`config.mk`:
```
export PLATFORM = sky130hd
export DESIGN_NAME = lab_3_bist_flat
export DESIGN_NICKNAME = d
export VERILOG_FILES = /design/src/rtl/lab_3_pkg.sv /design/src/rtl/lab_3_if.sv /design/src/rtl/lab_3_hold_timer.sv /design/src/rtl/lab_3_bist.sv /design/src/flat_wrapper.sv
export SDC_FILE = /design/constraint.sdc
export NUM_CORES = 1
export LEC_CHECK = 0
export BUFFER_PORTS_ARGS = -buffer_cell sky130_fd_sc_hd__clkbuf_2
export CORE_UTILIZATION = 59
export DETAILED_ROUTE_END_ITERATION = 8
export PLACE_DENSITY = 0.82
export SETUP_SLACK_MARGIN = 0.02
export SYNTH_ARGS = -nofsm -noshare
export SYNTH_HDL_FRONTEND = slang
export SYNTH_HIERARCHICAL = 1
export SYNTH_SLANG_ARGS = --single-unit
```
`constraint.sdc`:
```
create_clock -name clk -period 2.95 [get_ports clk]
set_input_delay 0.59 -clock clk [delete_from_list [all_inputs] [get_ports clk]]
set_output_delay 0.59 -clock clk [all_outputs]
set_load 0.02 [all_outputs]
```
`src/rtl/lab_3_pkg.sv`:
```
// rtl/lab_3_pkg.sv - shared types and sizes for the lab_3 self-test sequencer
package lab_3_pkg;

   typedef enum logic [1:0] {
      IDLE = 2'd0,
      RUN  = 2'd1,
      DONE = 2'd2
   } state_t;

   localparam int NUM_VECTORS = 8;
   localparam int VEC_W       = 3;
   localparam int CNT_W       = 4;

endpackage

```
`src/rtl/lab_3_if.sv`:
```
// rtl/lab_3_if.sv - stimulus/response bus between the sequencer and the lab_3 block
interface lab_3_if;

   logic a;
   logic b;
   logic c;
   logic x;
   logic y;

   modport master (output a, output b, output c, input x, input y);
   modport slave  (input a, input b, input c, output x, output y);

endinterface

```
`src/rtl/lab_3_hold_timer.sv`:
```
// rtl/lab_3_hold_timer.sv - per-vector hold counter, expire flags the sample cycle
module lab_3_hold_timer #(
   parameter int HOLD_CYCLES = 10
) (
   input  logic clk,
   input  logic rst,
   input  logic clear,
   input  logic en,
   output logic expire
);

   localparam int TW = $clog2(HOLD_CYCLES);
   localparam logic [TW-1:0] LAST = TW'(HOLD_CYCLES - 1);

   logic [TW-1:0] cnt;

   // wraps to zero on the sample edge so the next vector starts a fresh hold
   always_ff @(posedge clk or posedge rst) begin
      if (rst) begin
         cnt <= '0;
      end else if (clear) begin
         cnt <= '0;
      end else if (en) begin
         cnt <= expire ? '0 : cnt + TW'(1);
      end
   end

   assign expire = (cnt == LAST);

endmodule

```
`src/rtl/lab_3_bist.sv`:
```
// rtl/lab_3_bist.sv - exhaustive self-test sequencer and checker for lab_3
module lab_3_bist
   import lab_3_pkg::*;
#(
   parameter int         HOLD_CYCLES = 10,
   parameter logic [7:0] EXP_X       = 8'b1110_1000,
   parameter logic [7:0] EXP_Y       = 8'b1001_0110
) (
   input  logic             clk,
   input  logic             rst,
   input  logic             start,
   lab_3_if.master          dut,
   output logic             busy,
   output logic             done,
   output logic             pass,
   output logic [CNT_W-1:0] err_count,
   output logic             fail_valid,
   output logic [VEC_W-1:0] first_fail_idx
);

   state_t           state;
   state_t           next_state;
   logic [VEC_W-1:0] idx;
   logic [VEC_W-1:0] idx_nxt;
   logic [VEC_W-1:0] drive_q;
   logic [VEC_W-1:0] drive_nxt;
   logic             busy_nxt;
   logic             done_nxt;
   logic             expire;
   logic             accept;
   logic             sample;
   logic             last_vec;
   logic             miss;

   assign accept   = start && (state != RUN);
   assign sample   = (state == RUN) && expire;
   assign last_vec = (idx == VEC_W'(NUM_VECTORS - 1));
   assign miss     = (dut.x != EXP_X[idx]) || (dut.y != EXP_Y[idx]);

   lab_3_hold_timer #(
      .HOLD_CYCLES (HOLD_CYCLES)
   ) u_hold_timer (
      .clk    (clk),
      .rst    (rst),
      .clear  (accept),
      .en     (state == RUN),
      .expire (expire)
   );

   always_ff @(posedge clk or posedge rst) begin
      if (rst) begin
         state <= IDLE;
      end else begin
         state <= next_state;
      end
   end

   always_comb begin
      next_state = state;
      case (state)
         IDLE:    if (start) next_state = RUN;
         RUN:     if (sample && last_vec) next_state = DONE;
         DONE:    if (start) next_state = RUN;
         default: next_state = IDLE;
      endcase
   end

   // outputs are decoded from the next state and registered so a,b,c never glitch
   always_comb begin
      idx_nxt = idx;
      if (accept) begin
         idx_nxt = '0;
      end else if (sample && !last_vec) begin
         idx_nxt = idx + VEC_W'(1);
      end
      busy_nxt  = (next_state == RUN);
      done_nxt  = (next_state == DONE);
      drive_nxt = busy_nxt ? idx_nxt : '0;
   end

   always_ff @(posedge clk or posedge rst) begin
      if (rst) begin
         idx     <= '0;
         drive_q <= '0;
         busy    <= 1'b0;
         done    <= 1'b0;
      end else begin
         idx     <= idx_nxt;
         drive_q <= drive_nxt;
         busy    <= busy_nxt;
         done    <= done_nxt;
      end
   end

   // a vector with both x and y wrong still counts as a single failure
   always_ff @(posedge clk or posedge rst) begin
      if (rst) begin
         err_count      <= '0;
         fail_valid     <= 1'b0;
         first_fail_idx <= '0;
      end else if (accept) begin
         err_count      <= '0;
         fail_valid     <= 1'b0;
         first_fail_idx <= '0;
      end else if (sample && miss) begin
         err_count <= err_count + CNT_W'(1);
         if (!fail_valid) begin
            fail_valid     <= 1'b1;
            first_fail_idx <= idx;
         end
      end
   end

   assign dut.a = drive_q[2];
   assign dut.b = drive_q[1];
   assign dut.c = drive_q[0];
   assign pass  = done && (err_count == '0);

endmodule

```
`src/flat_wrapper.sv`:
```
// flat-port wrapper written by rule: the top's interface ports become plain ports
module lab_3_bist_flat import lab_3_pkg::*;
#(
   parameter int         HOLD_CYCLES = 10,
   parameter logic [7:0] EXP_X       = 8'b1110_1000,
   parameter logic [7:0] EXP_Y       = 8'b1001_0110
)
  (clk, rst, start, busy, done, pass, err_count, fail_valid, first_fail_idx, dut_a, dut_b, dut_c, dut_x, dut_y);
  lab_3_if dut_i ();
  input  logic clk;
  input  logic rst;
  input  logic start;
  output logic busy;
  output logic done;
  output logic pass;
  output logic [CNT_W-1:0] err_count;
  output logic fail_valid;
  output logic [VEC_W-1:0] first_fail_idx;
  output wire logic [$bits(dut_i.a)-1:0] dut_a;
  output wire logic [$bits(dut_i.b)-1:0] dut_b;
  output wire logic [$bits(dut_i.c)-1:0] dut_c;
  input wire logic [$bits(dut_i.x)-1:0] dut_x;
  input wire logic [$bits(dut_i.y)-1:0] dut_y;
  assign dut_a = dut_i.a;
  assign dut_b = dut_i.b;
  assign dut_c = dut_i.c;
  assign dut_i.x = dut_x;
  assign dut_i.y = dut_y;
  lab_3_bist #(.HOLD_CYCLES(HOLD_CYCLES), .EXP_X(EXP_X), .EXP_Y(EXP_Y)) u_core (.clk(clk), .rst(rst), .start(start), .dut(dut_i), .busy(busy), .done(done), .pass(pass), .err_count(err_count), .fail_valid(fail_valid), .first_fail_idx(first_fail_idx));
endmodule
```
==> impl_metrics.ini <==
[sta]
clock_skew_ns = 0.00375
worst_slew_pin_slew_ns = 0.705
rsz0062_at_grt = no
fin_setup_tns_ns = 0
min_period_ns = 2.05
maxSlewViolCount = 0
hold_violations = 0
fmax_mhz = 487
max-slew-margin-rel = 0.529
layout_setup_ws_ns = 0.898
period_share = 0.696
setup_violations = 0

[pwr]
leakage_nw = 0.684
peakVddDrop_mv = 0.461
power.density_nw_per_um2 = 727

[synth]
synth_edf_count = 0
synth_cells = 121
synth_area_um2 = 1250
synth-seq-cells = 22
yosys_warnings = 6
synth.distinct_cells = 36
yosysSeqAreaShare = 0.441
syn_avg_cell_area_um2 = 10.3
async_reset_ff_frac = 1.00
yosys_most_used_dff = dfrtp_1
synth_nets = 133

[global_routing]
grt_antenna_before_repair = 0
grt_pass1_vias = 834
grt_overflow = 0
grt_max_degree = 19
use_met3 = 0.0453
grt_pass1_wl_mm = 3.52
gr-usage-all-layers = 0.223
met2_usage = 0.362
grt_busiest_layer = met2
grt_use_met1 = 0.297

[finish]
multiInputGateArea_um2 = 642
final_core_util = 0.707
register_area_um2 = 551
nFillCells = 156
final_cell_mix = dfrtp_1 (22), clkbuf_2 (18), inv_1 (12), nand2_1 (12)
drive_above_1_share = 0.225
layout_commonest_cell = dfrtp_1
fin_nets = 155
area_growth_pct = 12.2
n_antenna_cell = 0

[setup_path]
arrival_ns = 2.29
crit_fanout = 8
critPathLaunchType = flip-flop
endpoint_kind = flip-flop
timing.critical_path.to = u_core/err_count[3]$_DFFE_PP0P_
crit_start = u_core/u_hold_timer/cnt[1]$_DFFE_PP0P_
regToRegSetupSlack_ns = 0.90
crit_required_ns = 3.19
r2r-start = u_core/u_hold_timer/cnt[1]$_DFFE_PP0P_
critical_path_class = reg2reg
rr_endpoint = u_core/err_count[3]$_DFFE_PP0P_
ff2ff_path_depth = 8

[route]
drtPass1Iterations = 4
routed_wl_mm = 2.38
vias = 975
vias_per_cell = 5.77
drcViolationCount = 0
ant_nets = 0
post_drt_wl_per_cell_um = 14.1
drtIter0Drc = 22

[die]
core_area_um2 = 1980
die_w_um = 48.0
initial_core_util = 0.630
die_y_um = 48.0
ioPinCount = 19
rows = 16
dieArea_um2 = 2300

[clocking]
cts_hold_buffers = 0
path_clk_slew_ns = 0.12
cts_buffer_depth = 2
numCtsBuffers = 3
htreeDepth = 1
post-cts-setup-buffers = 0
cts_tree = done
ctsResizeCount = 0
root_buffer = clkbuf_4
insertion_delay_ns = 0.30
cts_num_sinks = 22

[place]
gp_congestion = 0.867
dp_hpwl_mm = 1.81
dp_slack_ns = 0.934
place.port_buffers = 18

[run_status]
status = finished clean

[flow_run]
timing.max_cap.violations = 0

[min_path]
holdCritPathClass = in2async
cell type report:
| class | instances | share of cell area |
|---|---|---|
| clock buffers | 4 | 0.0259 |
| inverters | 13 | 0.0348 |
| multi-input cells | 85 | 0.458 |
| flip-flops and latches | 22 | 0.393 |
| well taps | 27 | 0.0241 |
| repair buffers | 18 | 0.0643 |
how the worst min path moves through the flow:
stage	from	end	slack, ns	depth (start not counted)
finish	rst	u_core/u_hold_timer/cnt[1]$_DFFE_PP0P_	0.15	2
CTS	rst	u_core/u_hold_timer/cnt[2]$_DFFE_PP0P_	0.14	2
global placement	rst	u_core/u_hold_timer/cnt[2]$_DFFE_PP0P_	0.48	2
global route	rst	u_core/u_hold_timer/cnt[0]$_DFFE_PP0P_	0.14	2
floorplan	rst	u_core/u_hold_timer/cnt[0]$_DFFE_PP0P_	0.36	1
detailed placement	rst	u_core/u_hold_timer/cnt[2]$_DFFE_PP0P_	0.48	2
synth_stat cells, types with 2 or more instances:
cell type,n,area share
a22o_1,3,0.021
nor3_1,2,0.0080
nand2_1,12,0.036
nand3b_1,3,0.018
o41ai_1,3,0.021
xor2_1,2,0.014
ha_1,7,0.070
o22ai_1,3,0.015
inv_1,12,0.036
xnor2_1,3,0.021
a21oi_1,7,0.028
nor2_1,6,0.018
nand2b_1,5,0.025
o21ai_0,7,0.028
dfrtp_1,22,0.44
mux2i_1,4,0.032
cell families (layout without fill, tap and decap cells):
family                   count (synthesis)  count (layout)  share of synthesized area
multiplexers                             4               4                     0.0321
buffers and inverters                   14              35                     0.0451
XOR/XNOR                                 6               6                     0.0481
AND/OR/NAND/NOR                         38              38                      0.190
AO/OA/AOI/OAI                           30              30                      0.173
adder cells (fa/ha/maj)                  7               7                     0.0701
flip-flops                              22              22                      0.441
critical path, cell delays in order, from the launching register on:
cell	delay, ns
dfrtp_1	0.44
inv_1	0.07
ha_1	0.17
nand3b_2	0.11
inv_1	0.23
nand3b_4	0.19
a211oi_2	0.49
o211ai_1	0.14
a21oi_1	0.15
per-stage QoR:
stage	hold WS [ns]	instance area, µm²	instances	power (mW)
floorplan	0.356	1250	121	0.754
global placement	0.476	1370	165	0.841
detailed placement	0.479	1370	165	0.861
global route	0.142	1400	169	1.10
CTS	0.142	1400	169	1.03
finish	0.149	1400	169	1.02
sequential cells by signal, indices dropped and copies added, names as in the netlist:
| signal | flops |
|---|---|
| u_core/busy | 1 |
| u_core/done | 1 |
| u_core/drive_q | 3 |
| u_core/err_count | 4 |
| u_core/fail_valid | 1 |
| u_core/first_fail_idx | 3 |
| u_core/idx | 3 |
| u_core/state | 2 |
| u_core/u_hold_timer/cnt | 4 |
metal layers:
layer  wire length (µm)  part of all wire  up-vias
met3                100             0.042        2
met5                  0                 0        -
met2               1170              0.49       36
li1                   -                 -      468
met4                  7            0.0029        0
met1               1100              0.46      469
where the power goes:
part           leakage (nW)  internal [mW]  total [mW]  switching (mW)
Combinational         0.373          0.167       0.408           0.240
Clock                0.0210         0.0752       0.161          0.0858
Sequential            0.290          0.372       0.450          0.0780
Total                 0.684          0.614        1.02           0.404
No activity file was read; power rests on OpenSTA's default activity.
